$ cat src/rtl/capture_ctrl_if.sv
// Capture controller bus: the command/config inputs and channel trigger flags
// going in, the arming, status and sample-RAM write signals coming back out.
interface capture_ctrl_if #(
    parameter int NUM_CH = 5,
    parameter int AW     = 9
);
    logic [NUM_CH-1:0] CH_Trig;
    logic              capture_en;
    logic              clr_done;
    logic              smpl_en;
    logic [AW-1:0]     trig_pos;
    logic              armed;
    logic              triggered;
    logic              we;
    logic [AW-1:0]     waddr;
    logic [AW-1:0]     trig_addr;
    logic              capture_done;

    // Command/config side and channel trigger blocks.
    modport master (
        output CH_Trig, capture_en, clr_done, smpl_en, trig_pos,
        input  armed, triggered, we, waddr, trig_addr, capture_done
    );

    // The capture controller itself.
    modport slave (
        input  CH_Trig, capture_en, clr_done, smpl_en, trig_pos,
        output armed, triggered, we, waddr, trig_addr, capture_done
    );
endinterface

$ cat src/rtl/capture_ctrl.sv
// Capture/trigger controller: pre-trigger fill, armed wait, post-trigger count,
// done. Writes samples circularly into a DEPTH-entry RAM and records where the
// trigger landed so the readout can unroll the buffer.
module capture_ctrl #(
    parameter int NUM_CH = 5,
    parameter int DEPTH  = 384,
    parameter int AW     = 9
) (
    input  logic         clk,
    input  logic         rst,
    capture_ctrl_if.slave bus
);
    typedef enum logic [2:0] {IDLE, FILL, ARMED, POST, DONE} state_t;

    localparam logic [AW-1:0] LAST    = AW'(DEPTH - 1);
    localparam logic [AW:0]   DEPTH_W = (AW+1)'(DEPTH);

    state_t        state, state_nx;
    logic          armed_q, armed_nx;
    logic          trig_q, trig_nx;
    logic          done_q, done_nx;
    logic [AW-1:0] waddr_q, waddr_nx;
    logic [AW-1:0] taddr_q, taddr_nx;
    logic [AW-1:0] pre_cnt, pre_nx;
    logic [AW-1:0] post_cnt, post_nx;

    logic [AW-1:0] tp;
    logic [AW-1:0] waddr_inc;
    logic [AW:0]   pre_inc, post_inc, pre_target;
    logic          trig;

    // Out-of-range trigger positions collapse to the largest legal one.
    assign tp         = (bus.trig_pos >= LAST) ? LAST : bus.trig_pos;
    assign pre_target = DEPTH_W - {1'b0, tp};
    assign pre_inc    = {1'b0, pre_cnt} + (AW+1)'(1);
    assign post_inc   = {1'b0, post_cnt} + (AW+1)'(1);
    assign waddr_inc  = (waddr_q == LAST) ? '0 : waddr_q + 1'b1;

    // Registered armed gates the trigger, so channel flags left over from
    // before arming cannot fire it.
    assign trig = armed_q & (&bus.CH_Trig);

    // Next-state and datapath updates; everything holds unless a branch says otherwise.
    always_comb begin
        state_nx = state;
        armed_nx = armed_q;
        trig_nx  = trig_q;
        done_nx  = done_q;
        waddr_nx = waddr_q;
        taddr_nx = taddr_q;
        pre_nx   = pre_cnt;
        post_nx  = post_cnt;
        case (state)
            IDLE, DONE: begin
                // A start beats a simultaneous clear; both leave done low.
                if (bus.capture_en) begin
                    state_nx = FILL;
                    waddr_nx = '0;
                    pre_nx   = '0;
                    trig_nx  = 1'b0;
                    done_nx  = 1'b0;
                end else if (bus.clr_done) begin
                    done_nx = 1'b0;
                end
            end
            FILL: begin
                if (bus.smpl_en) begin
                    waddr_nx = waddr_inc;
                    pre_nx   = pre_inc[AW-1:0];
                    // >= rather than == so a shrinking trig_pos cannot strand us in FILL.
                    if (pre_inc >= pre_target) begin
                        state_nx = ARMED;
                        armed_nx = 1'b1;
                    end
                end
            end
            ARMED: begin
                // A sample coinciding with the trigger is still pre-trigger history.
                if (bus.smpl_en) waddr_nx = waddr_inc;
                if (trig) begin
                    trig_nx  = 1'b1;
                    taddr_nx = waddr_q;
                    post_nx  = '0;
                    armed_nx = 1'b0;
                    if (tp == '0) begin
                        state_nx = DONE;
                        done_nx  = 1'b1;
                    end else begin
                        state_nx = POST;
                    end
                end
            end
            POST: begin
                if (bus.smpl_en) begin
                    waddr_nx = waddr_inc;
                    post_nx  = post_inc[AW-1:0];
                    if (post_inc >= {1'b0, tp}) begin
                        state_nx = DONE;
                        done_nx  = 1'b1;
                    end
                end
            end
            default: state_nx = IDLE;
        endcase
    end

    // State and datapath registers; reset aborts any capture in progress.
    always_ff @(posedge clk) begin
        if (rst) begin
            state    <= IDLE;
            armed_q  <= 1'b0;
            trig_q   <= 1'b0;
            done_q   <= 1'b0;
            waddr_q  <= '0;
            taddr_q  <= '0;
            pre_cnt  <= '0;
            post_cnt <= '0;
        end else begin
            state    <= state_nx;
            armed_q  <= armed_nx;
            trig_q   <= trig_nx;
            done_q   <= done_nx;
            waddr_q  <= waddr_nx;
            taddr_q  <= taddr_nx;
            pre_cnt  <= pre_nx;
            post_cnt <= post_nx;
        end
    end

    assign bus.we           = bus.smpl_en & ((state == FILL) | (state == ARMED) | (state == POST));
    assign bus.armed        = armed_q;
    assign bus.triggered    = trig_q;
    assign bus.capture_done = done_q;
    assign bus.waddr        = waddr_q;
    assign bus.trig_addr    = taddr_q;
endmodule

$ cat src/flat_wrapper.sv
// flat-port wrapper written by rule: the top's interface ports become plain ports
module capture_ctrl_flat 
#(
    parameter int NUM_CH = 5,
    parameter int DEPTH  = 384,
    parameter int AW     = 9
)
  (clk, rst, bus_CH_Trig, bus_capture_en, bus_clr_done, bus_smpl_en, bus_trig_pos, bus_armed, bus_triggered, bus_we, bus_waddr, bus_trig_addr, bus_capture_done);
  capture_ctrl_if #(.NUM_CH(NUM_CH), .AW(AW)) bus_i ();
  input  logic clk;
  input  logic rst;
  input wire logic [$bits(bus_i.CH_Trig)-1:0] bus_CH_Trig;
  input wire logic [$bits(bus_i.capture_en)-1:0] bus_capture_en;
  input wire logic [$bits(bus_i.clr_done)-1:0] bus_clr_done;
  input wire logic [$bits(bus_i.smpl_en)-1:0] bus_smpl_en;
  input wire logic [$bits(bus_i.trig_pos)-1:0] bus_trig_pos;
  output wire logic [$bits(bus_i.armed)-1:0] bus_armed;
  output wire logic [$bits(bus_i.triggered)-1:0] bus_triggered;
  output wire logic [$bits(bus_i.we)-1:0] bus_we;
  output wire logic [$bits(bus_i.waddr)-1:0] bus_waddr;
  output wire logic [$bits(bus_i.trig_addr)-1:0] bus_trig_addr;
  output wire logic [$bits(bus_i.capture_done)-1:0] bus_capture_done;
  assign bus_i.CH_Trig = bus_CH_Trig;
  assign bus_i.capture_en = bus_capture_en;
  assign bus_i.clr_done = bus_clr_done;
  assign bus_i.smpl_en = bus_smpl_en;
  assign bus_i.trig_pos = bus_trig_pos;
  assign bus_armed = bus_i.armed;
  assign bus_triggered = bus_i.triggered;
  assign bus_we = bus_i.we;
  assign bus_waddr = bus_i.waddr;
  assign bus_trig_addr = bus_i.trig_addr;
  assign bus_capture_done = bus_i.capture_done;
  capture_ctrl #(.NUM_CH(NUM_CH), .DEPTH(DEPTH), .AW(AW)) u_core (.clk(clk), .rst(rst), .bus(bus_i));
endmodule
$ cat config.mk
export PLATFORM = sky130hd
export DESIGN_NAME = capture_ctrl_flat
export DESIGN_NICKNAME = d
export VERILOG_FILES = /design/src/rtl/capture_ctrl_if.sv /design/src/rtl/capture_ctrl.sv /design/src/flat_wrapper.sv
export SDC_FILE = /design/constraint.sdc
export NUM_CORES = 1
export LEC_CHECK = 0
export ABC_CLOCK_PERIOD_IN_PS = 8300
export CAP_MARGIN = 20
export CORE_UTILIZATION = 57
export CTS_CLUSTER_DIAMETER = 100
export DETAILED_ROUTE_END_ITERATION = 6
export PLACE_DENSITY_LB_ADDON = 0.08
export SLEW_MARGIN = 20
export SYNTH_ARGS = -nofsm -noshare
export SYNTH_HDL_FRONTEND = slang
export SYNTH_SLANG_ARGS = --single-unit
$ cat constraint.sdc
create_clock -name clk -period 8.3 [get_ports clk]
set_input_delay 2.075 -clock clk [delete_from_list [all_inputs] [get_ports clk]]
set_output_delay 2.075 -clock clk [all_outputs]
set_load 0.005 [all_outputs]
# Word-level counts from Yosys, hierarchy flattened
# Index checks and enable logic that the tools add are counted.
[word_totals]
input_bits = 19
n_memories = 0
ram_bits = 0
ff_bits = 42
latchBits = 0
out_inout_bits = 22
elab_cells = 84
rom_bits = 0
[op_classes]
n_mux = 32
mul = 0
n_reduce_logical = 19
div = 0
order_cmp = 3
add_sub_neg = 4
n_shift = 0
n_eq_ne = 14
bitwise = 4
[ops]
columns = ["operator", "count"]
rows = [
  ["9-bit 2-to-1 mux", 7],
  ["9-bit case mux with 2 select lines", 3],
  ["3-bit 2-to-1 mux", 7],
  ["9-bit by 1-bit adder with 10-bit output (second input constant)", 2],
  ["3-bit case mux with 4 select lines", 1],
  ["3-bit AND reduction", 4],
  ["6-bit AND reduction", 2],
  ["1-bit 2-to-1 mux", 11],
  ["10-bit greater-or-equal comparator", 1],
  ["10-bit by 9-bit greater-or-equal comparator with 1-bit output", 1],
  ["2-bit by 1-bit inequality test with 1-bit output (second input constant)", 5],
  ["2-bit nonzero test", 5],
  ["9-bit by 9-bit subtractor with 10-bit output (first input constant)", 1],
  ["9-bit by 1-bit adder with 9-bit output (second input constant)", 1],
  ["9-bit == test (second input constant)", 1],
  ["9-bit greater-or-equal comparator (second input constant)", 1],
  ["9-bit logical NOT", 1],
  ["3-bit by 2-bit == test with 1-bit output (second input constant)", 2],
  ["2-bit inequality test (second input constant)", 3],
  ["5-bit AND reduction", 1],
  ["1-bit case mux with 2 select lines", 2],
  ["4-bit AND reduction", 1],
  ["3-bit by 1-bit == test with 1-bit output (second input constant)", 1],
  ["3-bit == test (second input constant)", 1],
  ["9 further kinds", 11],
]

# Depth between registers and ports, before layout
# Gate-level depths: netlist (run 1).
[logic_depth]
depth_word = 7
mapped_depth = 16

# Least setup slack after synthesis (run 1)
# No wires, ideal clock.
[synth_path]
kind = "input port to flip-flop"
startpoint = "input port bus_trig_pos[1]"
endpoint = "register u_core.armed_q, in the netlist u_core.bus.armed"
path_slack_ns = 3.607
arrival_ns = 4.607
n_path_buf = 0
stages = 15
setup_ns = 0.086
path_cell_list = "and4_1 -> a41oi_1 -> nor2_1 -> or2_2 -> inv_1 -> ha_1 -> and4_1 -> nor3_1 -> a21oi_1 -> ha_1 -> o211ai_1 -> nor3_1 -> a21oi_1 -> or3_1 -> a211oi_1"
[synth_between]
elab_chain_len = 6
[synth_lines]
columns = ["item", "line_no", "rtl"]
rows = [
  ["start, declared", "flat_wrapper.sv:16", "input wire logic [$bits(bus_i.trig_pos)-1:0] bus_trig_pos;"],
  ["9-bit greater-or-equal comparator", "capture_ctrl.sv:33", "assign tp = (bus.trig_pos >= LAST) ? LAST : bus.trig_pos;"],
  ["9-bit 2-to-1 mux *", "capture_ctrl.sv:33", ""],
  ["9-bit by 9-bit subtractor with 10-bit output *", "capture_ctrl.sv:34", "assign pre_target = DEPTH_W - {1'b0, tp};"],
  ["10-bit greater-or-equal comparator *", "capture_ctrl.sv:71", "if (pre_inc >= pre_target) begin"],
  ["2-bit by 1-bit inequality test with 1-bit output (no line) *", "n/a", ""],
  ["4-bit AND reduction (no line) *", "n/a", ""],
  ["end signal, assigned", "capture_ctrl.sv:120", "armed_q <= armed_nx;"],
  ["end, declared", "capture_ctrl.sv:19", "logic armed_q, armed_nx;"],
]
# Every way passes the cells marked *; elsewhere a longest branch is shown, timed or not.
# A chain may end at the register's enable or synchronous reset.

# Final worst setup path (run 1)
[layout_path]
startpoint = "input port bus_smpl_en"
endpoint = "output port bus_we"
[layout_between]
elab_chain_len = 1
[layout_lines]
columns = ["item", "line_no", "rtl"]
rows = [
  ["start, declared", "flat_wrapper.sv:15", "input wire logic [$bits(bus_i.smpl_en)-1:0] bus_smpl_en;"],
  ["1-bit AND", "capture_ctrl.sv:130", "assign bus.we = bus.smpl_en & ((state == FILL) | (state == ARMED) | (state == POST));"],
  ["end, declared", "flat_wrapper.sv:19", "output wire logic [$bits(bus_i.we)-1:0] bus_we;"],
]
# No other way between the ends.

==> results of run 1 <==
[where the power goes]
group | switching [W] | total (W) | internal (W)
registers | 0.0000177 | 0.000226 | 0.000209
clock network | 0.0000691 | 0.000159 | 0.0000900
logic | 0.0000932 | 0.000153 | 0.0000601
total | 0.000180 | 0.000539 | 0.000359
[critical path, delay by kind of cell]
kind | cells | cell delay, ns
buffers and inverters | 2 | 1.11
and+or+nand+nor | 2 | 0.44
[cell usage in the layout, fill, tap and decap left out, types with 10 or more instances in the layout]
master,instances
nand2_1,37
nor3_1,10
and3_1,12
o21ai_0,10
nand3_1,14
a21oi_1,39
clkdlybuf4s50_1,40
ha_1,23
nor2_1,40
dfxtp_1,42
o21ai_1,15
[state kept, by name (all words and copies together), names as in the netlist]
| name | cells |
|---|---|
| u_core.bus.trig_addr | 9 |
| u_core.bus.waddr | 9 |
| u_core.post_cnt | 9 |
| u_core.pre_cnt | 9 |
| u_core.state | 3 |
| u_core.bus.armed | 1 |
| u_core.bus.capture_done | 1 |
| u_core.bus.triggered | 1 |
[kinds of logic (layout without fill, tap and decap cells)]
logic type	after synthesis	in the layout	synth area share (%)
AND/OR/NAND/NOR	155	155	28.7
AO/OA/AOI/OAI	92	92	20.9
flip-flops	42	42	30.6
adder cells (fa/ha/maj)	23	23	10.5
buffers and inverters	18	56	2.64
XOR/XNOR	17	17	5.42
multiplexers	3	3	1.09
other	1	1	0.136
[per-stage QoR]
step                total power [W]  worst slack, ns  instance area [um2]  util, %  std cells
global placement           0.000375             2.64                 3180     70.5        433
finish                     0.000539             2.59                 3290     73.1        441
CTS                        0.000540             2.60                 3290     73.1        441
detailed placement         0.000380             2.61                 3180     70.7        433
global route               0.000569             2.52                 3290     73.1        441
floorplan                  0.000335             3.61                 2750        -        351
[area by class of cell]
type	instances	area [um2]	area share [%]
multi-input combinational	291	1840	56.0
sequential	42	841	25.6
tap	52	65.1	1.98
timing repair buffer	41	408	12.4
clock buffer	7	76.3	2.32
clock inverter	1	30.0	0.913
inverter	7	26.3	0.798
[path summary, 6_finish.rpt]
path	from	to	slack, ns	depth (start not counted)
min	u_core.bus.trig_addr[1]	u_core.bus.trig_addr[1]	0.45	2
max	bus_smpl_en	bus_we	2.59	4
max reg2reg	u_core.post_cnt[0]	u_core.bus.capture_done	5.50	11
min reg2reg	u_core.bus.trig_addr[1]	u_core.bus.trig_addr[1]	0.45	2
[per-layer routing]
metal,wire [um],vias up,track usage [%]
met4,80,0,6.67
met5,0,-,0
met2,2970,41,45.3
li1,-,1351,-
met1,3090,1241,34.8
met3,209,7,4.64
==> metrics, run 1 <==
outcome completed; IO Pins 41; CTS tree built; Worst path most repeated cell clkdlybuf4s50_1; Synth Area per Inst 7.83 um2; clock root buffer clkbuf_8; vias per cell 5.99; die width 71.4 um; fraction of layout instances using a drive strength above 1 4.63%; largest area contributor in the netlist dfxtp_1; register area share after synthesis 30.6%; Synth async-reset ratio 0%; Sink Count 42; Post-CTS Hold Fix Bufs 0; grt total ovfl 0; Clock Latency Late Sink 0.29 ns; routed vias 2640; CP Data Required Time 6.23 ns; number of synthesized flops with an enable pin 0; max cap viols 0; Fin. Hold Viols 0; commonest cells in the netlist dfxtp_1 (42), nor2_1 (40), a21oi_1 (39); Rows 24; synthesis-to-finish area growth 19.7%; #FFs+latches synth 42; DP Wirelength 4620 um; startpoint type of the worst setup path input port; Syn Inst Count 351; nets@finish 430; Final setup violation count 0; mapped cell area 2750 um2; diode count 0; clock slew at reported path FFs 0.08 ns; GR Util All Layers 26.5%; Initial DRT Pass Iterations 4; critical path class in2out; RSZ-0062 raised after global routing no; crit-path max FO 5; Hold Slack 0.451 ns; RePlAce Congestion 0.870; min-delay worst type reg2reg; Syn. warnings 0; Arrival @ worst endpoint 3.63 ns; fin. max-slew vios 0; drt total wl 6350 um; post-synth top area share 30.6%; CTS Buf Count 5; initial antenna violation count 0; relative slew slack 50.5%; Max clock buf depth 2; crit-path max cell delay 0.56 ns; Worst Setup End Kind output pin; cell with the most instances after synthesis dfxtp_1; Starting DRT DRC Count 127; Fin Setup TNS 0 ns; Fmax 0.175 GHz; slowest stage cell, crit path clkdlybuf4s50_1; Setup Fix Bufs, Post-CTS 0; Leak Pwr 1.32 nW; fillers 364; largest net degree at the start of global routing 44; Residual DRC 0; CTS H-tree depth 2; Tcrit/Tclk final 68.8%; first-pass GRT wire length 10900 um; Core Footprint 4500 um2; Wirelength per Cell 14.4 um; Routed Antenna Nets 0; top cells by area, synth dfxtp_1 (31%), ha_1 (10%), a21oi_1 (7.1%), nor2_1 (5.5%), nand2_1 (5.1%); die area 5100 um2; Synth Flop Type dfxtp_1; cell area power density 164 nW/um2; worst ir drop on vdd 0.125 mV; CP Cell Sequence clkdlybuf4s50_1 -> nand2b_1 -> nor2_2 -> clkdlybuf4s50_1; clock skew 0.00393 ns; IO Port Bufs 40; Min Clock Period, post-route 5.71 ns; post-CTS sizing 0; count of cell types in the netlist 52; Tightest Pin Transition 0.736 ns; vias in the first global route 2419; die height 71.4 um; synthesized net count 393; initial core utilization 61.0%
No activity file was read; power rests on OpenSTA's default activity.
==> run 2: changes to the inputs <==
--- a/config.mk
+++ b/config.mk
@@ -5,9 +5,9 @@
 export SDC_FILE = /design/constraint.sdc
 export NUM_CORES = 1
 export LEC_CHECK = 0
-export ABC_CLOCK_PERIOD_IN_PS = 8300
+export ABC_CLOCK_PERIOD_IN_PS = 5860
 export CAP_MARGIN = 20
-export CORE_UTILIZATION = 57
+export CORE_UTILIZATION = 55
 export CTS_CLUSTER_DIAMETER = 100
 export DETAILED_ROUTE_END_ITERATION = 6
 export PLACE_DENSITY_LB_ADDON = 0.08
==> constraint.sdc (replaced) <==
create_clock -name clk -period 5.86 [get_ports clk]
set_input_delay 1.465 -clock clk [delete_from_list [all_inputs] [get_ports clk]]
set_output_delay 1.465 -clock clk [all_outputs]
set_load 0.005 [all_outputs]
==> run 2 against run 1 <==
Effect of this change:
- non-clock buffer count grew 1
- combinational power grew 38%
- register-to-register slack lost 2.5 ns
- highest routed layer unchanged
- utilization shrank 3.9 points
- final cell count grew 3.6%
- sequential power grew 42%
- sequential cell count is the same
- die area grew 3.5%
- largest cell class unchanged
- largest power group unchanged
- clock power grew 16%
- critical path depth grew 12
- design area is essentially flat
==> metrics, run 2 (synthesis gave the netlist of run 1 again) <==
vias in the first global route 2381 (was 2419); crit-path max FO 8 (was 5); RSZ-0062 raised after global routing no (unchanged); Multi-input gate area 1840 um2 (about the same); Combinational Power Share 29.5% (was 28.5%); Max clock buf depth 2 (unchanged); GR Util All Layers 26.1% (was 26.5%); clock slew at reported path FFs 0.08 ns (about the same); Routed Antenna Nets 0 (unchanged); first-pass GRT wire length 10900 um (about the same); Clock Latency Late Sink 0.29 ns (about the same); Final setup violation count 0 (unchanged); initial antenna violation count 0 (unchanged); Reg area 841 um2 (unchanged); Fin. Hold Viols 0 (unchanged); fin. max-slew vios 0 (unchanged); post-CTS sizing 0 (unchanged); Leak Pwr 1.32 nW (about the same); post-layout util 69.2% (was 73.1%); diode count 0 (unchanged); grt total ovfl 0 (unchanged); Residual DRC 0 (unchanged); Sink Count 42 (unchanged); Arrival @ worst endpoint 4.98 ns (was 3.63 ns); Clk pwr share 25.8% (was 29.5%); fraction of layout instances using a drive strength above 1 5.13% (was 4.63%); Starting DRT DRC Count 134 (was 127); most frequent cells in the layout dfxtp_1 (42), nor2_1 (40), clkdlybuf4s50_1 (40) (unchanged); clock root buffer clkbuf_8 (unchanged); Initial DRT Pass Iterations 4 (unchanged); CTS H-tree depth 2 (unchanged); synthesis-to-finish area growth 19.6% (was 19.7%); CP Data Required Time 6.05 ns (was 6.23 ns); die area 5280 um2 (was 5100 um2); startpoint type of the worst setup path input port (unchanged); Post-CTS Hold Fix Bufs 0 (unchanged); largest net degree at the start of global routing 39 (was 44); RePlAce Congestion 0.908 (was 0.870); drt total wl 6460 um (was 6350 um); fillers 416 (was 364); clock skew 0.00557 ns (was 0.00393 ns); Fmax 0.208 GHz; CTS Buf Count 5 (unchanged); Tcrit/Tclk final 81.9%; routed vias 2602 (was 2640); Switching Share 35.2% (was 33.4%); Wirelength per Cell 14.1 um (was 14.4 um); Rows 25 (was 24); DP Wirelength 4780 um (was 4620 um); Psw 0.000252 W (was 0.000180 W); worst ir drop on vdd 0.201 mV (was 0.125 mV); critical path class in2reg (was in2out); Core Footprint 4750 um2 (was 4500 um2); nets@finish 431 (was 430); IO Port Bufs 40 (unchanged); Min Clock Period, post-route 4.80 ns; die height 72.7 um (was 71.4 um); max cap viols 0 (unchanged); sequential share of power 44.7% (was 42.0%); CTS tree built (unchanged); Internal 0.000464 W (was 0.000359 W); vias per cell 5.69 (was 5.99); commonest non-fill, non-tap cell in the layout dfxtp_1 (unchanged); die width 72.7 um (was 71.4 um); Setup Fix Bufs, Post-CTS 0 (unchanged); Fin Setup TNS 0 ns (unchanged); IO Pins 41 (unchanged); min-delay worst type reg2reg (unchanged); cell area power density 218 nW/um2 (was 164 nW/um2); Hold Slack 0.453 ns (was 0.451 ns); outcome completed (unchanged); Worst Setup End Kind register (was output pin); initial core utilization 57.8% (was 61.0%)
-- run 2: final timing paths --
check,startpoint,end,slack [ns],cells after the start
min reg2reg,u_core.bus.trig_addr[6],u_core.bus.trig_addr[6],0.45,2
max,bus_trig_pos[3],u_core.state[0],1.06,16
max reg2reg,u_core.post_cnt[0],u_core.state[2],3.03,11
min,u_core.bus.trig_addr[6],u_core.bus.trig_addr[6],0.45,2
-- run 2: routing by layer --
metal | routed length [um] | vias up | GRT usage [%]
li1 | - | 1351 | -
met1 | 3050 | 1196 | 35.4
met2 | 3060 | 53 | 42.7
met3 | 320 | 2 | 4.83
met4 | 27 | 0 | 6.75
met5 | 0 | - | 0
-- run 2: critical path: stages --
cell             delay, ns
clkdlybuf4s50_1       0.58
and4_1                0.22
a41oi_1               0.11
nor2_1                0.38
or2_2                 0.22
inv_1                 0.04
ha_1                  0.23
and3b_1               0.19
nor3_1                0.14
a21oi_1               0.07
ha_1                  0.24
a2111oi_0             0.42
o21ai_1               0.15
a21oi_1               0.18
o21ai_0               0.13
a41o_1                0.22
-- run 2: power groups by stage --
stage	logic (W)	clock network, W	registers [W]
after CTS	0.000212	0.000189	0.000319
after detailed placement	0.000210	0	0.000326
after global placement	0.000206	0	0.000325
after global routing	0.000242	0.000204	0.000323
final	0.000211	0.000185	0.000320
after floorplan	0.000161	0	0.000314
-- run 2: final cells by class --
| type | instances | area share (%) |
|---|---|---|
| Multi-Input combinational cell | 291 | 55.8 |
| Sequential cell | 42 | 25.6 |
| Timing Repair Buffer | 42 | 12.6 |
| Tap cell | 67 | 2.55 |
| Clock buffer | 6 | 2.21 |
| Inverter | 7 | 0.799 |
| Clock inverter | 2 | 0.419 |
-- run 2: per-stage QoR --
step                cells  instance area, um2  setup slack (ns)  total power [W]
floorplan             351                2750              1.78         0.000475
global placement      449                3200              1.02         0.000531
detailed placement    449                3200             0.823         0.000536
CTS                   457                3290              1.15         0.000720
global route          457                3290             0.709         0.000769
finish                457                3290              1.06         0.000716
==> run 3: changes to the inputs <==
--- a/config.mk
+++ b/config.mk
@@ -5,9 +5,9 @@
 export SDC_FILE = /design/constraint.sdc
 export NUM_CORES = 1
 export LEC_CHECK = 0
-export ABC_CLOCK_PERIOD_IN_PS = 5860
+export ABC_CLOCK_PERIOD_IN_PS = 4300
 export CAP_MARGIN = 20
-export CORE_UTILIZATION = 55
+export CORE_UTILIZATION = 49
 export CTS_CLUSTER_DIAMETER = 100
 export DETAILED_ROUTE_END_ITERATION = 6
 export PLACE_DENSITY_LB_ADDON = 0.08
==> constraint.sdc (replaced) <==
create_clock -name clk -period 4.3 [get_ports clk]
set_input_delay 1.075 -clock clk [delete_from_list [all_inputs] [get_ports clk]]
set_output_delay 1.075 -clock clk [all_outputs]
set_load 0.005 [all_outputs]
==> run 3 against run 2 <==
Effect of this change:
- register-to-register slack lost 1.5 ns
- combinational power is 43% higher
- final cell count is 2.8% higher
- first-iteration DRC count increased by 22%
- sequential cell count unchanged
- utilization fell by 5.1 points
- global-route usage down 3.1 points
- critical path depth stayed put
- largest power group unchanged
- via count up 2.3%
- highest routed layer unchanged
- sequential share of layout area decreased by 0.67 points
- count of clock-buffer cells in the layout unchanged
- critical endpoint is now u_core.bus.armed
==> metrics, run 3 (synthesis gave the netlist of run 1 again) <==
outcome completed (unchanged); Worst Hold Depth 2 (unchanged); Fin Setup TNS 0 ns (unchanged); Core Footprint 5270 um2 (was 4750 um2); sequential share of power 43.8% (was 44.7%); clock skew 0.00545 ns (was 0.00557 ns); initial core utilization 52.2% (was 57.8%); Rows 26 (was 25); Combinational Power Share 30.3% (was 29.5%); CTS tree built (unchanged); RSZ-0062 raised after global routing no (unchanged); FF-to-FF End u_core.bus.capture_done (was u_core.state[2]); Clk pwr share 25.9% (was 25.8%); Clock Latency Late Sink 0.30 ns (was 0.29 ns); placed cells 462 (was 449); Setup WS pre-CTS -0.0908 ns (was 0.823 ns); Wirelength per Cell 14.1 um (about the same); Worst Setup End Kind register (unchanged); commonest non-fill, non-tap cell in the layout dfxtp_1 (unchanged); post-layout util 64.1% (was 69.2%); reg2reg path depth 11 (unchanged); DP Wirelength 4950 um (was 4780 um); Starting DRT DRC Count 164 (was 134); largest net degree at the start of global routing 25 (was 39); startpoint type of the worst setup path input port (unchanged); worst ir drop on vdd 0.231 mV (was 0.201 mV); diode count 0 (unchanged); critical path class in2reg (unchanged); fin. max-slew vios 0 (unchanged); crit-path max FO 4 (was 8); first-pass GRT wire length 11100 um (was 10900 um); relative slew slack 39.9%; WHS Endpoint u_core.bus.trig_addr[5] (was u_core.bus.trig_addr[6]); grt total ovfl 0 (unchanged); die height 76.9 um (was 72.7 um); routed vias 2661 (was 2602); Arrival @ worst endpoint 4.27 ns (was 4.98 ns); Cell Count, Final, Fillers Out 470 (was 457); CTS Buf Count 5 (unchanged); Internal 0.000640 W (was 0.000464 W); Max clock buf depth 2 (unchanged); clock root buffer clkbuf_8 (unchanged); reg2reg setup slack 1.53 ns (was 3.03 ns); GR Util All Layers 23.0% (was 26.1%); Tcrit/Tclk final 94.8%; die width 76.9 um (was 72.7 um); drt total wl 6630 um (was 6460 um); IO Port Bufs 40 (unchanged); clock slew at reported path FFs 0.09 ns (was 0.08 ns); CP Data Required Time 4.50 ns (was 6.05 ns); RePlAce Congestion 0.823 (was 0.908); IO Pins 41 (unchanged); Routed Antenna Nets 0 (unchanged); nets@finish 441 (was 431); Residual DRC 0 (unchanged); most frequent cells in the layout dfxtp_1 (42), clkdlybuf4s50_1 (40), a21oi_1 (39), nor2_1 (39), nand2_1 (37) (was dfxtp_1 (42), nor2_1 (40), clkdlybuf4s50_1 (40)); worst hold path startpoint u_core.bus.trig_addr[5] (was u_core.bus.trig_addr[6]); die area 5910 um2 (was 5280 um2); CTS H-tree depth 2 (unchanged); Final setup violation count 0 (unchanged); Setup Fix Bufs, Post-CTS 0 (unchanged); vias in the first global route 2424 (was 2381); Psw 0.000356 W (was 0.000252 W); Initial DRT Pass Iterations 4 (unchanged); Sink Count 42 (unchanged); min-delay worst type reg2reg (unchanged); vias per cell 5.66 (was 5.69); Fin. Hold Viols 0 (unchanged); reg-to-reg startpoint u_core.post_cnt[0] (unchanged); synthesis-to-finish area growth 22.8% (was 19.6%); fraction of layout instances using a drive strength above 1 8.00% (was 5.13%); setup ws final 0.223 ns (was 1.06 ns); initial antenna violation count 0 (unchanged); Min Clock Period, post-route 4.08 ns; Leak Pwr 1.37 nW (was 1.32 nW); Tightest Pin Transition 0.898 ns; Switching Share 35.8% (was 35.2%); cell area power density 295 nW/um2 (was 218 nW/um2); Fmax 0.245 GHz; max cap viols 0 (unchanged)
run 3: worst max-delay path by stage:
stage	startpoint	to	slack, ns	cells after the start
detailed placement	bus_trig_pos[1]	u_core.state[0]	-0.09	16
finish	bus_trig_pos[1]	u_core.bus.armed	0.22	16
floorplan	bus_trig_pos[1]	u_core.bus.armed	0.61	15
CTS	bus_trig_pos[1]	u_core.state[0]	0.19	16
global placement	bus_trig_pos[1]	u_core.bus.armed	0.13	16
global route	bus_trig_pos[0]	u_core.state[0]	0.04	17
run 3: power by group through the flow:
| stage | clock network (W) | registers [W] | logic, W |
|---|---|---|---|
| 6_report | 0.000258 | 0.000436 | 0.000301 |
| 2_1_floorplan | 0 | 0.000427 | 0.000220 |
| 5_1_grt | 0.000281 | 0.000440 | 0.000337 |
| 4_1_cts | 0.000260 | 0.000435 | 0.000299 |
| 3_3_place_gp | 0 | 0.000444 | 0.000292 |
| 3_5_place_dp | 0 | 0.000444 | 0.000296 |
run 3: final cells by class:
class                   instances  area [um2]
fillers                       494        1890
multi-input cells             291        1850
flip-flops and latches         42         841
repair buffers                 52         490
well taps                      70        87.6
clock buffers                   6        72.6
inverters                       7        26.3
clock inverters                 2        13.8
run 3: critical path, cell delays in order:
cell	delay [ns]
clkdlybuf4s50_1	0.42
and4_1	0.21
a41oi_1	0.26
nor2_2	0.08
or2_2	0.32
inv_1	0.07
ha_1	0.21
and3b_1	0.20
nor3_1	0.05
a21oi_1	0.14
ha_1	0.25
a2111oi_2	0.10
nor3_1	0.14
a21oi_1	0.10
or3_1	0.39
a211oi_1	0.25
run 3: metal layers:
metal	global-route usage [%]	share of wire, %
met1	30.8	50
met4	5.96	0.95
met2	38.2	46
met5	0	0
met3	3.57	3.7
run 3: stage by stage:
| step | total power, W | hold slack [ns] | instance area [um2] |
|---|---|---|---|
| floorplan | 0.000647 | 0.448 | 2750 |
| global placement | 0.000736 | 0.438 | 3280 |
| detailed placement | 0.000740 | 0.446 | 3280 |
| CTS | 0.000993 | 0.457 | 3370 |
| global route | 0.00106 | 0.483 | 3380 |
| finish | 0.000996 | 0.455 | 3380 |
run 3: what timing repair did:
action                                  in CTS  in global routing
hold buffers                                 0                  0
endpoints found under the hold margin        0                  0
endpoints found under the setup margin       0                  3
gates resized for setup                      0                  4
